### src/rtl/lsu_mem_master.sv
// lsu_mem_master
//   Load/store initiator between EX and the 64-bit data memory port.
//   Takes one request at a time, aligns address/data/mask to the 8-byte
//   lane, drives the combinational memory port for exactly one cycle, then
//   holds the extended load result (or fault) until WB accepts it.
//
// Ports
//   clk, rst_n              clock, async active-low reset
//   req_valid/req_ready     request handshake (ready only while idle)
//   req_we/addr/wdata/size/unsigned   request fields
//   resp_valid/resp_ready   response handshake
//   resp_rdata              extended load data (0 for stores and faults)
//   resp_misaligned         fault flag; no memory access was made
//   mem_addr/ce/we/wdata/wmask        memory port (active only in ACCESS)
//   mem_rdata               combinational read data from memory
module lsu_mem_master (
    input  logic        clk,
    input  logic        rst_n,
    input  logic        req_valid,
    output logic        req_ready,
    input  logic        req_we,
    input  logic [63:0] req_addr,
    input  logic [63:0] req_wdata,
    input  logic [1:0]  req_size,
    input  logic        req_unsigned,
    output logic        resp_valid,
    input  logic        resp_ready,
    output logic [63:0] resp_rdata,
    output logic        resp_misaligned,
    output logic [63:0] mem_addr,
    output logic        mem_ce,
    output logic        mem_we,
    output logic [63:0] mem_wdata,
    output logic [7:0]  mem_wmask,
    input  logic [63:0] mem_rdata
);

    typedef enum logic [1:0] {IDLE, ACCESS, RESP} state_t;

    // Fields of the in-flight request needed after acceptance.
    typedef struct packed {
        logic       we;
        logic [2:0] off;
        logic [1:0] size;
        logic       uns;
    } req_t;

    state_t      state;
    req_t        req_q;
    logic [63:0] addr_q;
    logic [63:0] wdata_q;
    logic [7:0]  wmask_q;
    logic [63:0] rdata_q;
    logic        mis_q;

    logic        mis_d;
    logic [7:0]  base_mask;
    logic [7:0]  wmask_d;
    logic [63:0] wdata_d;
    logic [63:0] raw;
    logic [63:0] load_d;

    // Request-side decode: alignment check and lane placement of store data.
    always_comb begin
        mis_d     = 1'b0;
        base_mask = 8'hFF;
        case (req_size)
            2'd0: begin mis_d = 1'b0;             base_mask = 8'h01; end
            2'd1: begin mis_d = req_addr[0];      base_mask = 8'h03; end
            2'd2: begin mis_d = |req_addr[1:0];   base_mask = 8'h0F; end
            default: begin mis_d = |req_addr[2:0]; base_mask = 8'hFF; end
        endcase
        wmask_d = base_mask << req_addr[2:0];
        wdata_d = req_wdata << {req_addr[2:0], 3'b000};
    end

    // Load-side extraction from the lane, sign/zero extended.
    always_comb begin
        raw    = mem_rdata >> {req_q.off, 3'b000};
        load_d = raw;
        case (req_q.size)
            2'd0:    load_d = {{56{raw[7]  & ~req_q.uns}}, raw[7:0]};
            2'd1:    load_d = {{48{raw[15] & ~req_q.uns}}, raw[15:0]};
            2'd2:    load_d = {{32{raw[31] & ~req_q.uns}}, raw[31:0]};
            default: load_d = raw;
        endcase
    end

    always_ff @(posedge clk or negedge rst_n) begin
        if (!rst_n) begin
            state   <= IDLE;
            req_q   <= '0;
            addr_q  <= '0;
            wdata_q <= '0;
            wmask_q <= '0;
            rdata_q <= '0;
            mis_q   <= 1'b0;
        end else begin
            case (state)
                IDLE: begin
                    if (req_valid) begin
                        req_q   <= '{we: req_we, off: req_addr[2:0],
                                     size: req_size, uns: req_unsigned};
                        addr_q  <= {req_addr[63:3], 3'b000};
                        wdata_q <= wdata_d;
                        wmask_q <= wmask_d;
                        rdata_q <= '0;
                        mis_q   <= mis_d;
                        // A faulting request skips the memory cycle entirely.
                        state   <= mis_d ? RESP : ACCESS;
                    end
                end
                ACCESS: begin
                    if (!req_q.we) rdata_q <= load_d;
                    state <= RESP;
                end
                RESP: begin
                    if (resp_ready) state <= IDLE;
                end
                default: state <= IDLE;
            endcase
        end
    end

    // Memory strobes come from the state register alone so the port never
    // follows EX-side glitches, and async reset drops them immediately.
    assign mem_ce          = (state == ACCESS);
    assign mem_we          = mem_ce & req_q.we;
    assign mem_wmask       = mem_ce ? wmask_q : 8'h00;
    assign mem_addr        = addr_q;
    assign mem_wdata       = wdata_q;
    assign req_ready       = (state == IDLE);
    assign resp_valid      = (state == RESP);
    assign resp_rdata      = rdata_q;
    assign resp_misaligned = mis_q;

endmodule

### config.mk
export PLATFORM = sky130hd
export DESIGN_NAME = lsu_mem_master
export DESIGN_NICKNAME = d
export VERILOG_FILES = /design/src/rtl/lsu_mem_master.sv
export SDC_FILE = /design/constraint.sdc
export NUM_CORES = 1
export LEC_CHECK = 0
export CORE_ASPECT_RATIO = 0.8
export CORE_MARGIN = 4
export CORE_UTILIZATION = 46
export DETAILED_ROUTE_END_ITERATION = 8
export PLACE_DENSITY = 0.79
export REMOVE_ABC_BUFFERS = 1
export SYNTH_ARGS = -nofsm -noshare
export SYNTH_HDL_FRONTEND = slang
export SYNTH_SLANG_ARGS = --single-unit
### constraint.sdc
create_clock -name clk -period 3.25 [get_ports clk]
set_clock_uncertainty 0.2 [all_clocks]
set_input_delay 0.8125 -clock clk [delete_from_list [all_inputs] [get_ports clk]]
set_output_delay 0.8125 -clock clk [all_outputs]
set_load 0.01 [all_outputs]
Word-level counts from Yosys, hierarchy flattened:

Cells that the tools add are included.
Widths: inputs -> output; s select.

* eq/ne operators: 9
* shift operators: 3
* multiplexer cells: 11
* bitwise gates (word level): 5
* reductions and logical operators: 9

Operators with widths (number)
* $pmux 64 s3: 1
* $mux 64: 2
* $pmux 64 s2: 1
* $shl 64x6->64: 1
* $shr 64x6->64: 1
* $pmux 8 s3: 1
* $mux 8: 1
* $shl 8x3->8: 1
* $eq 2x1->1 const B: 3
* $eq 2x2->1 const B: 3
* $logic_not 2->1: 3
* $mux 2: 3
* $pmux 2 s3: 1
* $and 1x1->1: 4
* $ne 2x2->1 const B: 2
* $reduce_and 2->1: 2
* $pmux 1 s3: 1
* $reduce_and 3->1: 1
* $reduce_or 3->1: 1
* $ne 2x1->1 const B: 1
* $reduce_bool 2->1: 1
* $reduce_or 2->1: 1
* $not 1->1: 1

* register bits: 207
* bits of input ports: 200
* output and inout port bits: 205
* word-level logic and storage cells: 47

Depth between registers and ports, before layout:

* word-level depth: 5
* mapped depth: 8
* depth with buffers taken out: 5

Worst setup path after synthesis:

No wires, ideal clock.

* path type: in2reg
* from: input mem_rdata[55]
* to: register rdata_q[36], in the netlist resp_rdata[36]
* setup time: 0.122 ns
* arrival: 2.241 ns
* data required time: 2.928 ns
* path slack: 0.687 ns
* cell stages on the path: 6
* path buffers: 1
* cell sequence: mux2_2 mux4_2 and3_4 nor3_4 buf_4 o21ai_1

* cells in the longest elaborated chain, start to end: 5
* elaborated cells on any way between the ends: 7
* those cells by class: 1 x shift; 3 x mux; 3 x bitwise

RTL lines
* start, declared: RTL line 35 `input logic [63:0] mem_rdata`
* $shr 64x6->64 (*): RTL line 79 `raw = mem_rdata >> {req_q.off, 3'b000};`
* $and 1x1->1, on equally long branches: RTL line 84, 82, 83
* $pmux 64 s3 (*): RTL line 81 `case (req_q.size)`
* $mux 64 (*): RTL line 114 `if (!req_q.we) rdata_q <= load_d;`
* $pmux 64 s2 (*): RTL line 99 `case (state)`
* end signal, assigned: RTL line 114
* end, declared: RTL line 53 `logic [63:0] rdata_q;`

Every way passes the cells marked *; elsewhere a longest branch is shown, timed or not. The select of a mux whose other input is x is not followed.
A chain may end at the register's enable or synchronous reset.

Worst setup path after layout:

* from: register state[1]
* to: output mem_wmask[5]

* cells in the longest elaborated chain, start to end: 2

RTL lines
* start, declared: RTL line 48 `state_t state;`
* start signal, assigned: RTL line 110 `state <= mis_d ? RESP : ACCESS;`
* $eq 2x1->1: RTL line 127 `assign mem_ce = (state == ACCESS);`
* $mux 8: RTL line 129 `assign mem_wmask = mem_ce ? wmask_q : 8'h00;`
* end, declared: RTL line 34 `output logic [7:0] mem_wmask,`

No other way between the ends.

==> run summary <==
CP cell instances: nor2b_2 -> buf_4 -> and2_1 -> clkdlybuf4s50_1
Max Fclk: 321 MHz
Die height: 147 µm
Clock latency on the worst-skew pair: 520 ps
Slowest Stage Delay on Critical Path: 630 ps
Post-cts resize count: 0
CTS sink count: 207
Final core utilization: 0.695
Post-Syn Area per Cell: 9.34 µm²
Top cells by area, synth: dfrtp_1 (47%), nand2_1 (11%), mux2i_1 (7.8%)
Post-synth top area share: 0.466
Layout fillers: 1803
Post-route ant nets: 0
Tcrit/Tclk final: 0.959
Share of cells above drive strength 1: 0.0971
Vias in the first global route: 11100
Area Growth Syn to Fin: 47.4%
Final worst setup slack: 134 ps
Design Power: 11.7 mW
CP endpoint: mem_wmask[5]
CTS max path bufs: 3
Number of buffers created by CTS: 24
GR Overflow Total: 0
CP max stage cell: clkdlybuf4s50_1
Relative slew slack: 0.432
Final WL: 42.0 mm
Main synth FF type: dfrtp_1
HP Class: in -> async
Max-cap violations: 0
Yosys warns: 0
Mapped Cells: 1191
Yosys reg bits: 207
Worst slew pin tran: 848 ps
Total die area: 26800 µm²
Post-synthesis sequential area ratio: 0.466
Core area: 23600 µm²
Max-slew violations: 0
PD cells: 713 nW/µm²
Pin count of the biggest net entering global routing: 88
Worst slack at placement: 16.9 ps
Worst r2r src: req_q[4]
# IOs: 405
Vias/cell: 5.73
Gpl congestion: 0.918
Clock-pin slew of the registers on the worst-case setup and hold paths: 60 ps
Clk root buf: clkbuf_16
# port buffers: 401
Starting density of the core: 0.472
Final Critical Period: 3120 ps
Kind of critical path: reg -> out
Total GRT Usage: 0.304
R2r worst-path depth: 7
Final setup vio count: 0
H-tree levels: 1
Critical path origin: state[1]
Post-DR wirelength/cell: 22.2 µm
Synth cell types: 43
FF-to-FF setup slack: 520 ps
Post-synth ARST share: 1.00
Leakage: 7.10 nW
1st-iter DRT viols: 825
Horiz. Die Dim: 182 µm
Detail Placement HPWL: 30.8 mm
Global-route wire length before repair: 65.1 mm
Mapped cell area: 11100 µm²
Total number of vias: 10800
Biggest area consumer among synthesized cells: dfrtp_1
Status: finished, final reports clean
Setup Buffers After CTS: 0
CP arrival: 2100 ps
Number of detailed-route iterations in the first pass: 7
Hold Buf Count CTS: 0
Nets: 1759
Worst VDD drop: 0.493 mV
DRC errors left: 0
Top delay family on crit path: buffers and inverters
Worst Path Required: 2240 ps
Reg2reg end: resp_rdata[17]
# rows: 50
Crit path depth: 4
RSZ-0062 raised after global routing: no
Most numerous cell in the Yosys netlist: nand2_1
Post-synth EDFFs: 0
CTS tree: yes
Crit. End Element: output port
Hold Fails Final Rpt: 0
Crit-path max FO: 9
Synth cell count leaders: nand2_1 (323), dfrtp_1 (207), o21ai_0 (102)
Type of origin of the critical path: register
Antenna violations before repair: 1
CP bufs+invs: 2
## registers in the layout (all words and copies together), names as in the netlist
signal	flops
req_q	7
resp_misaligned	1
mem_wdata	64
resp_rdata	64
state	2
wmask_q	8
mem_addr	61
## cells by family after synthesis
logic type             synth area share
buffers and inverters            0.0436
DFF                               0.466
and+or+nand+nor                   0.143
AOI/OAI and AO/OA                 0.191
muxes                             0.156
other                          0.000337
## layout by cell type, fill, tap and decap left out, drive strengths merged, types with 9 or more instances in the layout
cell             n
buf             46
nor2b           16
a22o            33
a21oi           45
o31ai           11
a22oi           16
dfrtp          207
mux2i           87
o21ai          136
clkbuf          35
a211oi          25
clkdlybuf4s50  397
nand2          323
mux2            31
inv             13
o22ai           23
o21a             9
and2            12
mux4            23
o211ai          13
nor2            30
## worst min path at each step
stage                             from             to  slack [ps]  depth (start not counted)
final                            rst_n   mem_wdata[4]          70                          1
after global placement     mem_addr[4]    mem_addr[4]         260                          2
after CTS                        rst_n   mem_wdata[4]          90                          1
after global routing             rst_n  mem_wdata[57]         100                          1
after detailed placement  mem_addr[50]   mem_addr[50]         260                          2
after floorplan             wmask_q[1]     wmask_q[1]         240                          2
## metrics by stage
stage	cell area, µm²	std cells	hold slack (ps)	TNS (ps)
floorplan	10700	1089	240	-160500
global placement	15600	1845	257	0
detailed placement	15600	1845	261	0
CTS	16400	1887	92.7	0
global route	16400	1888	104	0
finish	16400	1888	71.0	0
## layer usage
layer | share of wire | GRT usage | vias to the layer above
li1 | - | - | 4945
met1 | 0.40 | 0.404 | 5225
met2 | 0.45 | 0.482 | 555
met3 | 0.11 | 0.0990 | 89
met4 | 0.033 | 0.0844 | 0
met5 | 0 | 0 | -
## final cells by class
cell class                      instances  area (µm²)  share of cell area
Clock inverter                          7         128             0.00778
Antenna cell                            1        2.50            0.000153
Clock buffer                           35         692              0.0422
Inverter                               13        48.8             0.00298
Timing Repair Buffer                  444        4460               0.272
Sequential cell                       207        5180               0.316
Multi-Input combinational cell        869        5490               0.335
Tap cell                              312         390              0.0238
## report_power, final
group / internal (mW) / switching (mW)
registers: 3.30 / 0.544
logic: 2.48 / 2.55
clock network: 1.71 / 1.10
## worst reg2reg max path, delay by kind of cell, from the launching register on
kind	cells	cell delay (ps)
simple gates	2	590
buf+inv	2	350
compound gates	3	800
flops	1	690
(Power assumes the default switching activity.)
